==> src/rtl/fetch_pkg.sv <==
// fetch_pkg: shared types and constants for the instruction fetch unit.
package fetch_pkg;
    localparam int INSTR_W = 16;
    localparam int PC_W    = 16;
    localparam logic [PC_W-1:0] PC_STEP = 16'd2;

    typedef enum logic [1:0] {IDLE, WAIT, DROP} fetch_state_t;

    typedef struct packed {
        logic [PC_W-1:0]    pc_next;
        logic [INSTR_W-1:0] instr;
    } fetch_entry_t;

    function automatic logic [PC_W-1:0] pc_inc(input logic [PC_W-1:0] pc);
        return pc + PC_STEP;
    endfunction
endpackage

==> src/rtl/fetch_fifo.sv <==
// fetch_fifo: prefetch queue with flush; head reads as zero while empty.
module fetch_fifo
    import fetch_pkg::*;
#(
    parameter int DEPTH = 4
) (
    input  logic                       clk,
    input  logic                       rst,
    input  logic                       i_flush,
    input  logic                       i_push,
    input  fetch_entry_t               i_data,
    input  logic                       i_pop,
    output fetch_entry_t               o_head,
    output logic [$clog2(DEPTH+1)-1:0] o_count
);
    localparam int CW = $clog2(DEPTH + 1);
    localparam int AW = $clog2(DEPTH);

    fetch_entry_t  r_mem [DEPTH];
    logic [AW-1:0] r_wptr, r_rptr;
    logic [CW-1:0] r_count;
    logic          w_empty, w_full, w_push, w_pop;

    assign w_empty = r_count == '0;
    assign w_full  = r_count == CW'(DEPTH);
    assign w_pop   = i_pop && !w_empty;
    assign w_push  = i_push && (!w_full || w_pop);
    assign o_head  = w_empty ? '0 : r_mem[r_rptr];
    assign o_count = r_count;

    // Pointers wrap naturally because DEPTH is a power of two.
    always_ff @(posedge clk or posedge rst)
        if (rst) begin
            r_wptr  <= '0;
            r_rptr  <= '0;
            r_count <= '0;
        end else if (i_flush) begin
            r_wptr  <= '0;
            r_rptr  <= '0;
            r_count <= '0;
        end else begin
            r_wptr  <= r_wptr + AW'(w_push);
            r_rptr  <= r_rptr + AW'(w_pop);
            r_count <= r_count + CW'(w_push) - CW'(w_pop);
        end

    always_ff @(posedge clk)
        if (w_push && !i_flush)
            r_mem[r_wptr] <= i_data;
endmodule

==> src/rtl/fetch_unit.sv <==
// fetch_unit: prefetching fetch unit, one outstanding read, flushable queue into decode.
// Define FETCH_BYPASS_EN to forward an ack straight to decode when the queue is empty.
module fetch_unit
    import fetch_pkg::*;
#(
    parameter int              DEPTH    = 4,
    parameter logic [PC_W-1:0] RESET_PC = 16'h0000
) (
    input  logic               clk,
    input  logic               rst,
    output logic               mem_req,
    output logic [PC_W-1:0]    mem_addr,
    input  logic               mem_ack,
    input  logic [INSTR_W-1:0] mem_rdata,
    output logic               if_valid,
    output logic [INSTR_W-1:0] if_instr,
    output logic [PC_W-1:0]    if_pc_next,
    input  logic               id_ready,
    input  logic               redirect_valid,
    input  logic [PC_W-1:0]    redirect_pc,
    input  logic               halt
);
    localparam int CW = $clog2(DEPTH + 1);

    fetch_state_t    r_state;
    logic [PC_W-1:0] r_fpc, r_drop_addr;
    logic [CW-1:0]   w_count;
    logic [CW:0]     w_next_count;
    logic            w_ack, w_take, w_push, w_pop, w_room, w_empty;
    fetch_entry_t    w_head, w_new;

    assign mem_req      = r_state != IDLE;
    assign mem_addr     = r_state == DROP ? r_drop_addr : r_fpc;
    assign w_ack        = mem_ack && mem_req;
    assign w_take       = w_ack && r_state == WAIT && !redirect_valid;
    assign w_new        = {pc_inc(r_fpc), mem_rdata};
    assign w_empty      = w_count == '0;
    assign w_pop        = !w_empty && id_ready && !redirect_valid;
    assign w_next_count = {1'b0, w_count} + (CW+1)'(w_push) - (CW+1)'(w_pop);
    assign w_room       = w_next_count < (CW+1)'(DEPTH);

`ifdef FETCH_BYPASS_EN
    logic w_byp;
    assign w_byp                  = w_empty && w_take;
    assign w_push                 = w_take && !(w_byp && id_ready);
    assign if_valid               = !w_empty || w_byp;
    assign {if_pc_next, if_instr} = w_byp ? w_new : w_head;
`else
    assign w_push                 = w_take;
    assign if_valid               = !w_empty;
    assign {if_pc_next, if_instr} = w_head;
`endif

    fetch_fifo #(.DEPTH(DEPTH)) u_fifo (
        .clk     (clk),
        .rst     (rst),
        .i_flush (redirect_valid),
        .i_push  (w_push),
        .i_data  (w_new),
        .i_pop   (w_pop),
        .o_head  (w_head),
        .o_count (w_count)
    );

    // DROP keeps presenting the abandoned address until its ack arrives.
    always_ff @(posedge clk or posedge rst)
        if (rst) begin
            r_state     <= IDLE;
            r_fpc       <= RESET_PC;
            r_drop_addr <= RESET_PC;
        end else if (redirect_valid) begin
            r_fpc <= redirect_pc;
            if (r_state == WAIT && !w_ack) begin
                r_state     <= DROP;
                r_drop_addr <= r_fpc;
            end else if (r_state != DROP || w_ack)
                r_state <= halt ? IDLE : WAIT;
        end else begin
            case (r_state)
                IDLE: if (!halt && w_count < CW'(DEPTH)) r_state <= WAIT;
                WAIT: if (w_ack) begin
                    r_fpc   <= pc_inc(r_fpc);
                    r_state <= (!halt && w_room) ? WAIT : IDLE;
                end
                DROP: if (w_ack) r_state <= halt ? IDLE : WAIT;
                default: r_state <= IDLE;
            endcase
        end
endmodule
==> config.mk <==
export PLATFORM = sky130hd
export DESIGN_NAME = fetch_unit
export DESIGN_NICKNAME = d
export VERILOG_FILES = /design/src/rtl/fetch_pkg.sv /design/src/rtl/fetch_fifo.sv /design/src/rtl/fetch_unit.sv
export SDC_FILE = /design/constraint.sdc
export NUM_CORES = 1
export LEC_CHECK = 0
export CORE_MARGIN = 3
export CORE_UTILIZATION = 56
export DETAILED_ROUTE_END_ITERATION = 6
export MAX_ROUTING_LAYER = met4
export PLACE_DENSITY = 0.78
export SLEW_MARGIN = 20
export SYNTH_ARGS = -nofsm -noshare
export SYNTH_HDL_FRONTEND = slang
export SYNTH_SLANG_ARGS = --single-unit
==> constraint.sdc <==
create_clock -name clk -period 5.4 [get_ports clk]
set_input_delay 0.81 -clock clk [delete_from_list [all_inputs] [get_ports clk]]
set_output_delay 0.81 -clock clk [all_outputs]
set_load 0.005 [all_outputs]
Yosys cells after proc, flatten, opt, wreduce, memory -nomap -nowiden
Memory sizes are Yosys's and may differ from the RTL's. Index checks and enable logic that the tools add are counted.

Flip-flop bits (word level): 41. Bits in writable memories: 128. Bits of input ports: 38. Output and inout port bits: 50. Memories kept: 1.

Memory list: u_fifo.r_mem (depth 4, width 32, rd ports 1, clocked after memory_dff 0, wr ports 1, line fetch_fifo.sv:19) `fetch_entry_t r_mem [DEPTH];`.

$add $sub $neg: 7. Order comparisons: 2. Equal/unequal tests: 8. Muxes and demuxes: 19. Reduce and logical (&&, ||, !) cells: 26.

Operator list (count): 2-to-1 mux 16 bit (4); 2-to-1 mux 32 bit (1); adder 16 x 2 -> 16 bit, second input constant (1); 2-to-1 mux 2 bit (8); logical AND 1 bit (11); inequality test 3 bit, second input constant (3); one-hot mux 2 bit (3 select lines) (1); nonzero test 2 bit (3); logical NOT 1 bit (5); adder 2 x 1 -> 2 bit (2); adder 3 x 1 -> 4 bit (1); < comparator 4 x 3 -> 1 bit, second input constant (1); 2-to-1 mux 1 bit (4); AND reduction 2 bit (2); AND reduction 4 bit (1); subtractor 4 x 1 -> 4 bit (1); adder 3 x 1 -> 3 bit (1); == test 3 bit, second input constant (1); logical NOT 3 bit (1); < comparator 3 bit, second input constant (1); 2-to-1 mux 3 bit (1); inequality test 3 x 1 -> 1 bit, second input constant (1); subtractor 3 x 1 -> 3 bit (1); == test 2 x 1 -> 1 bit, second input constant (1); other kinds (4) (5).

Depth between registers and ports, before layout
Gate-level depths: netlist of run 1.

Word-level depth: 12. Gate-level depth with buffers: 11. Gate-level depth less buffers: 9.

Modules after synthesis
A second synthesis of run 1 with hierarchy kept.

Cell total of the unflattened synthesis: 467. Area, all modules: 7509.7 um2.

By module, submodules not included: fetch_fifo (times used 1, cells an instance 240, area an instance 5287.6 um2, seq. area each 4018.9 um2); fetch_unit (times used 1, cells an instance 227, area an instance 2222.1 um2, seq. area each 850.8 um2).

Worst setup path before layout of run 1
Ideal clock, no wire load.

Path type: in2reg. From: input port mem_ack. To: memory u_fifo.r_mem[0][0] in the netlist's numbering (enable). Setup time: 0.502 ns. Arrival time: 4.269 ns. Path slack: 0.630 ns. Cell stages on the path: 4. Path buffers: 1. Cell sequence: and3b_1 buf_2 nand2b_1 nor4_1.

Cells in the longest elaborated chain, start to end: 7.

Ends and longest elaborated chain: start, declared (line fetch_unit.sv:13) `input logic mem_ack,`; logical AND 1 bit (line fetch_unit.sv:34) `assign w_ack = mem_ack && mem_req;`; logical AND 1 bit (2 in a row) (line fetch_unit.sv:35) `assign w_take = w_ack && r_state == WAIT && !redirect_valid;`; logical AND 1 bit (line fetch_fifo.sv:27) `assign w_push = i_push && (!w_full || w_pop);`; logical AND 1 bit (line fetch_fifo.sv:48) `if (w_push && !i_flush)`; 2-to-1 mux 1 bit (line fetch_fifo.sv:48); 2-to-1 mux 1 bit (not written as such) (line fetch_fifo.sv:49) `r_mem[r_wptr] <= i_data;`; end, declared (line fetch_fifo.sv:19).

Every way passes these cells.

Final worst setup path of run 1
From: register r_state[0]. To: output port mem_addr[8].

Cells in the longest elaborated chain, start to end: 2.

Ends and longest elaborated chain: start, declared (line fetch_unit.sv:25) `fetch_state_t r_state;`; start signal, assigned (line fetch_unit.sv:77) `r_state <= halt ? IDLE : WAIT;`; start signal, assigned (line fetch_unit.sv:83) `r_state <= (!halt && w_room) ? WAIT : IDLE;`; start signal, assigned (line fetch_unit.sv:85) `DROP: if (w_ack) r_state <= halt ? IDLE : WAIT;`; == test 2 bit (line fetch_unit.sv:33) `assign mem_addr = r_state == DROP ? r_drop_addr : r_fpc;`; 2-to-1 mux 16 bit (line fetch_unit.sv:33); end, declared (line fetch_unit.sv:12) `output logic [PC_W-1:0] mem_addr,`.

Every way passes these cells.

==> results of run 1 <==
==> flip-flops by register name, summed over array words and instances, names as in the netlist <==
signal          count
r_state             2
u_fifo.r_mem      128
u_fifo.o_count      3
r_drop_addr        16
r_fpc              16
u_fifo.r_rptr       2
u_fifo.r_wptr       2
==> cells in the mapped netlist, drive strengths merged, types with 5 or more instances <==
| library cell | count | area, µm² |
|---|---|---|
| nor2b | 27 | 169 |
| and2b | 13 | 97.6 |
| xor2 | 11 | 96.3 |
| nand2 | 22 | 82.6 |
| clkbuf | 6 | 23.8 |
| nor4 | 11 | 90.1 |
| edfxtp | 128 | 3840 |
| mux2 | 33 | 372 |
| dfrtp | 41 | 1030 |
| nand4 | 5 | 43.8 |
| nand3 | 8 | 45.0 |
| nor3 | 12 | 80.1 |
| buf | 26 | 159 |
| xnor2 | 16 | 140 |
| nor2 | 10 | 40.0 |
| o21ai | 14 | 70.1 |
| mux4 | 32 | 721 |
| inv | 12 | 45.0 |
| ha | 8 | 100 |
==> area by class of cell <==
type,instances,share of cell area [%]
Clock buffer,17,4.65
Clock inverter,15,2.33
Inverter,12,0.493
Multi-Input combinational cell,254,26.8
Sequential cell,169,53.3
Tap cell,172,2.35
Timing Repair Buffer,94,10.1
==> worst paths after layout <==
| path | to |
|---|---|
| worst min register to register | r_drop_addr[9] |
| worst min-delay path | r_drop_addr[9] |
| max in group asynchronous | u_fifo.r_rptr[0] |
| worst max register to register | u_fifo.r_mem[1][28] |
| min in group asynchronous | r_drop_addr[0] |
| worst max-delay path | mem_addr[8] |
==> metal layers <==
| metal | global-route usage [%] | up-vias | routed length, µm |
|---|---|---|---|
| met5 | - | - | 0 |
| met4 | 6.37 | 0 | 106 |
| met3 | 4.50 | 11 | 568 |
| met2 | 32.0 | 115 | 6820 |
| met1 | 27.7 | 2032 | 6200 |
| li1 | - | 1923 | - |
==> power groups by stage <==
| stage | logic [mW] | registers [mW] | clock network [mW] |
|---|---|---|---|
| after CTS | 0.967 | 1.68 | 1.31 |
| after global placement | 0.938 | 1.69 | 0 |
| after floorplan | 0.604 | 1.62 | 0 |
| after global routing | 1.04 | 1.70 | 1.37 |
| final | 0.948 | 1.67 | 1.29 |
| after detailed placement | 0.961 | 1.70 | 0 |
==> through the flow <==
step	std cells	hold slack (ps)	total power [mW]
2_1_floorplan	467	477	2.22
3_3_place_gp	701	486	2.63
3_5_place_dp	701	492	2.66
4_1_cts	733	507	3.96
5_1_grt	733	524	4.11
6_report	733	506	3.91
==> cells by family after synthesis <==
| logic type | count (synthesis) |
|---|---|
| compound gates | 24 |
| xor+xnor | 27 |
| fa+ha+maj | 9 |
| buf+inv | 44 |
| flops | 169 |
| mux | 68 |
| simple gates | 126 |
==> out/metrics.cfg, run 1 <==
[placement]
hpwl_mm = 8.47
pre_cts_ws_ps = 1950
port-buffer-count = 87
post_dp_cell_area_um2 = 8500
place_congestion = 0.772

[yosys]
synth-compound-area-share_pct = 1.96
synth_fp_nets = 514
ys_seq_area_share_pct = 64.7
avgSynthCellArea_um2 = 16.1
synth-warning-count = 0
synth_xor_area_share_pct = 3.14
synthMuxAreaShare_pct = 14.9
synth_top_flop_cell = edfxtp_1
synth_top_family_by_area = multiplexers
synth-simple-area-share_pct = 10.6
synth.distinct_cells = 53
ys_ff_latch = 169
async_flop_share_pct = 24.3
syn_area_um2 = 7520
syn_inst = 467
synth_edf_count = 128
yosys.area_share.adder_pct = 1.60

[hold_path]
worstHoldPathCells = 1
hold_class = reg2reg
worstHoldStart = r_drop_addr[9]

[worst_setup_path]
startpoint = r_state[0]
r2r-start = r_state[0]
cp_data_arrival_time_ps = 2540
cp_num_cells = 3
crit_path_end_kind = output port
worstPathBufferInverterCount = 1
path_cells = nand2b_1 -> mux2_2 -> clkdlybuf4s50_1
path_class = reg2out
worst-path-max-fanout = 17
slowest_stage = nand2b_1
crit_family = simple AND/OR/NAND/NOR gates
cp-start-kind = flop
critPathRequiredTime_ps = 4590
cpPeakStageDelay_ps = 690
reg2reg_depth = 4
r2r_slack_ps = 2950

[cts]
cts-root-buf = clkbuf_16
post_cts_buffers = 0
clock_sinks = 169
cts_max_path_buffers = 2
cts_tree = built
clk_pin_slew_worst_paths_ps = 60
htree_levels = 4
cts-buffers-inserted = 17
holdBufCountCts = 0
cts_resized = 0
clkLatencyLatePin_ps = 430

[final_layout]
final_util_pct = 71.0
final_common_cell = edfxtp_1
seq_area_um2 = 4870
drive_above_1_share_pct = 21.4
diodes = 0
nFillCells = 828
layout_common_cells = 128 x edfxtp_1, 87 x clkdlybuf4s50_1, 40 x dfrtp_1, 33 x mux2_2, 32 x mux4_2
final_area_um2 = 9140
area_growth_pct = 21.5
multiInputGateArea_um2 = 2450
nets = 595

[drt]
drt_iter0_drc = 278
firstDrtPassIters = 4
postRouteWirelength_mm = 13.7
drc = 0
wl_per_cell_um = 18.7
viasPerCell = 5.57
postRouteAntennaNets = 0
vias = 4081

[sta]
final_hold_viol_count = 0
setup_viol = 0
setup_ws_ps = 2050
clock_skew_ps = 11.0
setup_tns_ps = 0
tightest_slew_ps = 993
fin_crit_ps = 3350
period_share_pct = 62.0
slew_headroom_pct = 33.6
slew_violations = 0
rsz0062_at_grt = no
clock.fmax_ghz = 0.298

[global_route]
antenna_found_initial = 0
grt_overflow = 0
grt_pass1_vias = 4403
grt_pass1_wl_mm = 22.5
grt_max_degree = 42
grt_usage_pct = 20.6

[power]
power.leakage_nw = 3.18
clkPwrFrac_pct = 33.0
pwr-share-comb_pct = 24.2
net-switching-power_mw = 1.01
p_seq_share_pct = 42.8
swShare_pct = 25.9
irDropWorstVdd_uv = 234
p_per_area_nw_per_um2 = 428
p_int_mw = 2.90

[floorplan]
die_area_um2 = 14900
die_y_um = 122
rows = 41
die_x_um = 122
initial_utilization_pct = 58.4
io_pins = 88
core-area_um2 = 12900

[run_status]
status = complete, no violations

[flow_run]
drv_cap = 0

(Power assumes the default switching activity.)
==> run 2, diff against run 1 <==
- clock period: 5.4 -> 3.4 ns (I/O delays scaled with it)
==> run 2 against run 1 <==
Power up 54%. Flip-flop and latch count is the same. Clock-buffer cell count rose by 10. First-iteration DRC count is 4.3% higher. Sequential power up 57%. Die area stayed put. Worst hold slack got worse by 5.1 ps. Cell count up 0.68%. Non-clock buffer count is 5 higher. Clock skew decreased by 0.91 ps. Via count rose by 2.2%. Design area decreased by 0.14%. Critical path type unchanged.
==> out/metrics.cfg, run 2 (same netlist as run 1, synthesis figures left out) <==
[worst_setup_path]
critPathRequiredTime_ps = 2890
startpoint = r_state[0]
r2r_end = u_fifo.o_count[2]
cp-start-kind = flop
path_class = reg2out
path_cells = nand2b_1 -> mux2_2 -> clkdlybuf4s50_1
cp_data_arrival_time_ps = 2520
worstPathBufferInverterCount = 1
r2r_slack_ps = 1060
cpPeakStageDelay_ps = 670
worst-path-max-fanout = 17
r2r-start = u_fifo.o_count[1]
reg2reg_depth = 8
crit_path_end_kind = output port
crit_family = simple AND/OR/NAND/NOR gates
slowest_stage = nand2b_1

[cts]
clock_sinks = 169
htree_levels = 4
cts_resized = 0
post_cts_buffers = 0
cts-buffers-inserted = 17
cts_tree = built
clkLatencyLatePin_ps = 420
clk_pin_slew_worst_paths_ps = 60
cts-root-buf = clkbuf_16
cts_max_path_buffers = 2
holdBufCountCts = 0

[final_layout]
largest_register = u_fifo.r_mem
final_util_pct = 70.9
area_growth_pct = 21.3
drive_above_1_share_pct = 20.7
instances_no_fill = 738
nFillCells = 853
layout_common_cells = 128 x edfxtp_1, 87 x clkdlybuf4s50_1, 40 x dfrtp_1, 33 x mux2_2, 32 x mux4_2
largest_reg_flops = 128
diodes = 0
final_area_um2 = 9130
nets = 600
reg.largest.list = u_fifo.r_mem x128, r_drop_addr x16, r_fpc x16
final_common_cell = edfxtp_1

[floorplan]
rows = 41
die_y_um = 122
io_pins = 88
die_area_um2 = 14900
initial_utilization_pct = 58.4
core-area_um2 = 12900
die_x_um = 122

[global_route]
grt_usage_pct = 20.5
grt_max_degree = 42
grt_overflow = 0
antenna_found_initial = 0
grt_pass1_vias = 4366
grt_pass1_wl_mm = 22.5

[placement]
hpwl_mm = 8.67
port-buffer-count = 87
post_dp_cell_area_um2 = 8570
numPlacedInstances = 706
place_congestion = 0.825

[drt]
wl_per_cell_um = 18.4
viasPerCell = 5.65
vias = 4170
firstDrtPassIters = 4
postRouteAntennaNets = 0
drt_iter0_drc = 290
drc = 0
postRouteWirelength_mm = 13.6

[power]
p_int_mw = 4.52
clkPwrFrac_pct = 30.2
p_per_area_nw_per_um2 = 662
power.leakage_nw = 3.18
irDropWorstVdd_uv = 333
swShare_pct = 25.2
pwr-share-comb_pct = 26.3
p_seq_share_pct = 43.5
net-switching-power_mw = 1.52

[hold_path]
worstHoldPathCells = 1
hold_class = reg2reg
whs_endpoint = r_drop_addr[2]
worstHoldStart = r_drop_addr[2]

[sta]
clock.fmax_ghz = 0.330
slew_headroom_pct = 47.7
setup_viol = 0
period_share_pct = 89.1
holdWs_ps = 500
fin_crit_ps = 3030
tightest_slew_ps = 784
final_hold_viol_count = 0
clock_skew_ps = 10.1
rsz0062_at_grt = no
setup_tns_ps = 0
slew_violations = 0

[flow_run]
drv_cap = 0

[run_status]
status = complete, no violations

[run 2: metal layers]
| layer | vias up | share of wire (%) | track usage, % |
|---|---|---|---|
| li1 | 1927 | - | - |
| met1 | 2100 | 46 | 27.7 |
| met2 | 119 | 48 | 31.5 |
| met3 | 24 | 4.7 | 4.60 |
| met4 | 0 | 1.7 | 6.93 |
| met5 | - | 0 | - |
[run 2: power groups by stage]
stage / logic [mW] / clock network [mW] / registers (mW)
final: 1.59 / 1.82 / 2.63
after global routing: 1.74 / 1.93 / 2.66
after CTS: 1.62 / 1.85 / 2.63
after detailed placement: 1.61 / 0 / 2.67
after global placement: 1.57 / 0 / 2.65
after floorplan: 0.960 / 0 / 2.57
[run 2: metrics by stage]
step	power, mW	setup slack (ps)
after floorplan	3.53	242
final	6.04	370
after detailed placement	4.28	473
after CTS	6.10	342
after global placement	4.22	638
after global routing	6.33	200
[run 2: cell type report]
| class | instances | area (µm²) | share of cell area [%] |
|---|---|---|---|
| Multi-Input combinational cell | 254 | 2450 | 26.9 |
| Inverter | 12 | 45.0 | 0.493 |
| Clock inverter | 5 | 73.8 | 0.809 |
| Tap cell | 172 | 215 | 2.36 |
| Sequential cell | 169 | 4870 | 53.4 |
| Clock buffer | 27 | 483 | 5.29 |
| Timing Repair Buffer | 99 | 986 | 10.8 |
[run 2: worst reg2reg max path: cells and delay by family, from the launching register on]
kind                     cells  cell delay, ps
AND/OR/NAND/NOR              3             760
XOR/XNOR                     1             140
buffers and inverters        1              40
flip-flops                   1             430
adder cells (fa/ha/maj)      3             870
[run 2: worst max-delay path by stage]
stage	end	slack (ps)	cells after the start
final	mem_addr[7]	370	3
after global routing	mem_addr[7]	200	3
after CTS	mem_addr[7]	340	3
after detailed placement	r_state[0]	470	10
after global placement	r_state[0]	640	10
after floorplan	u_fifo.r_mem[0][0]	240	5
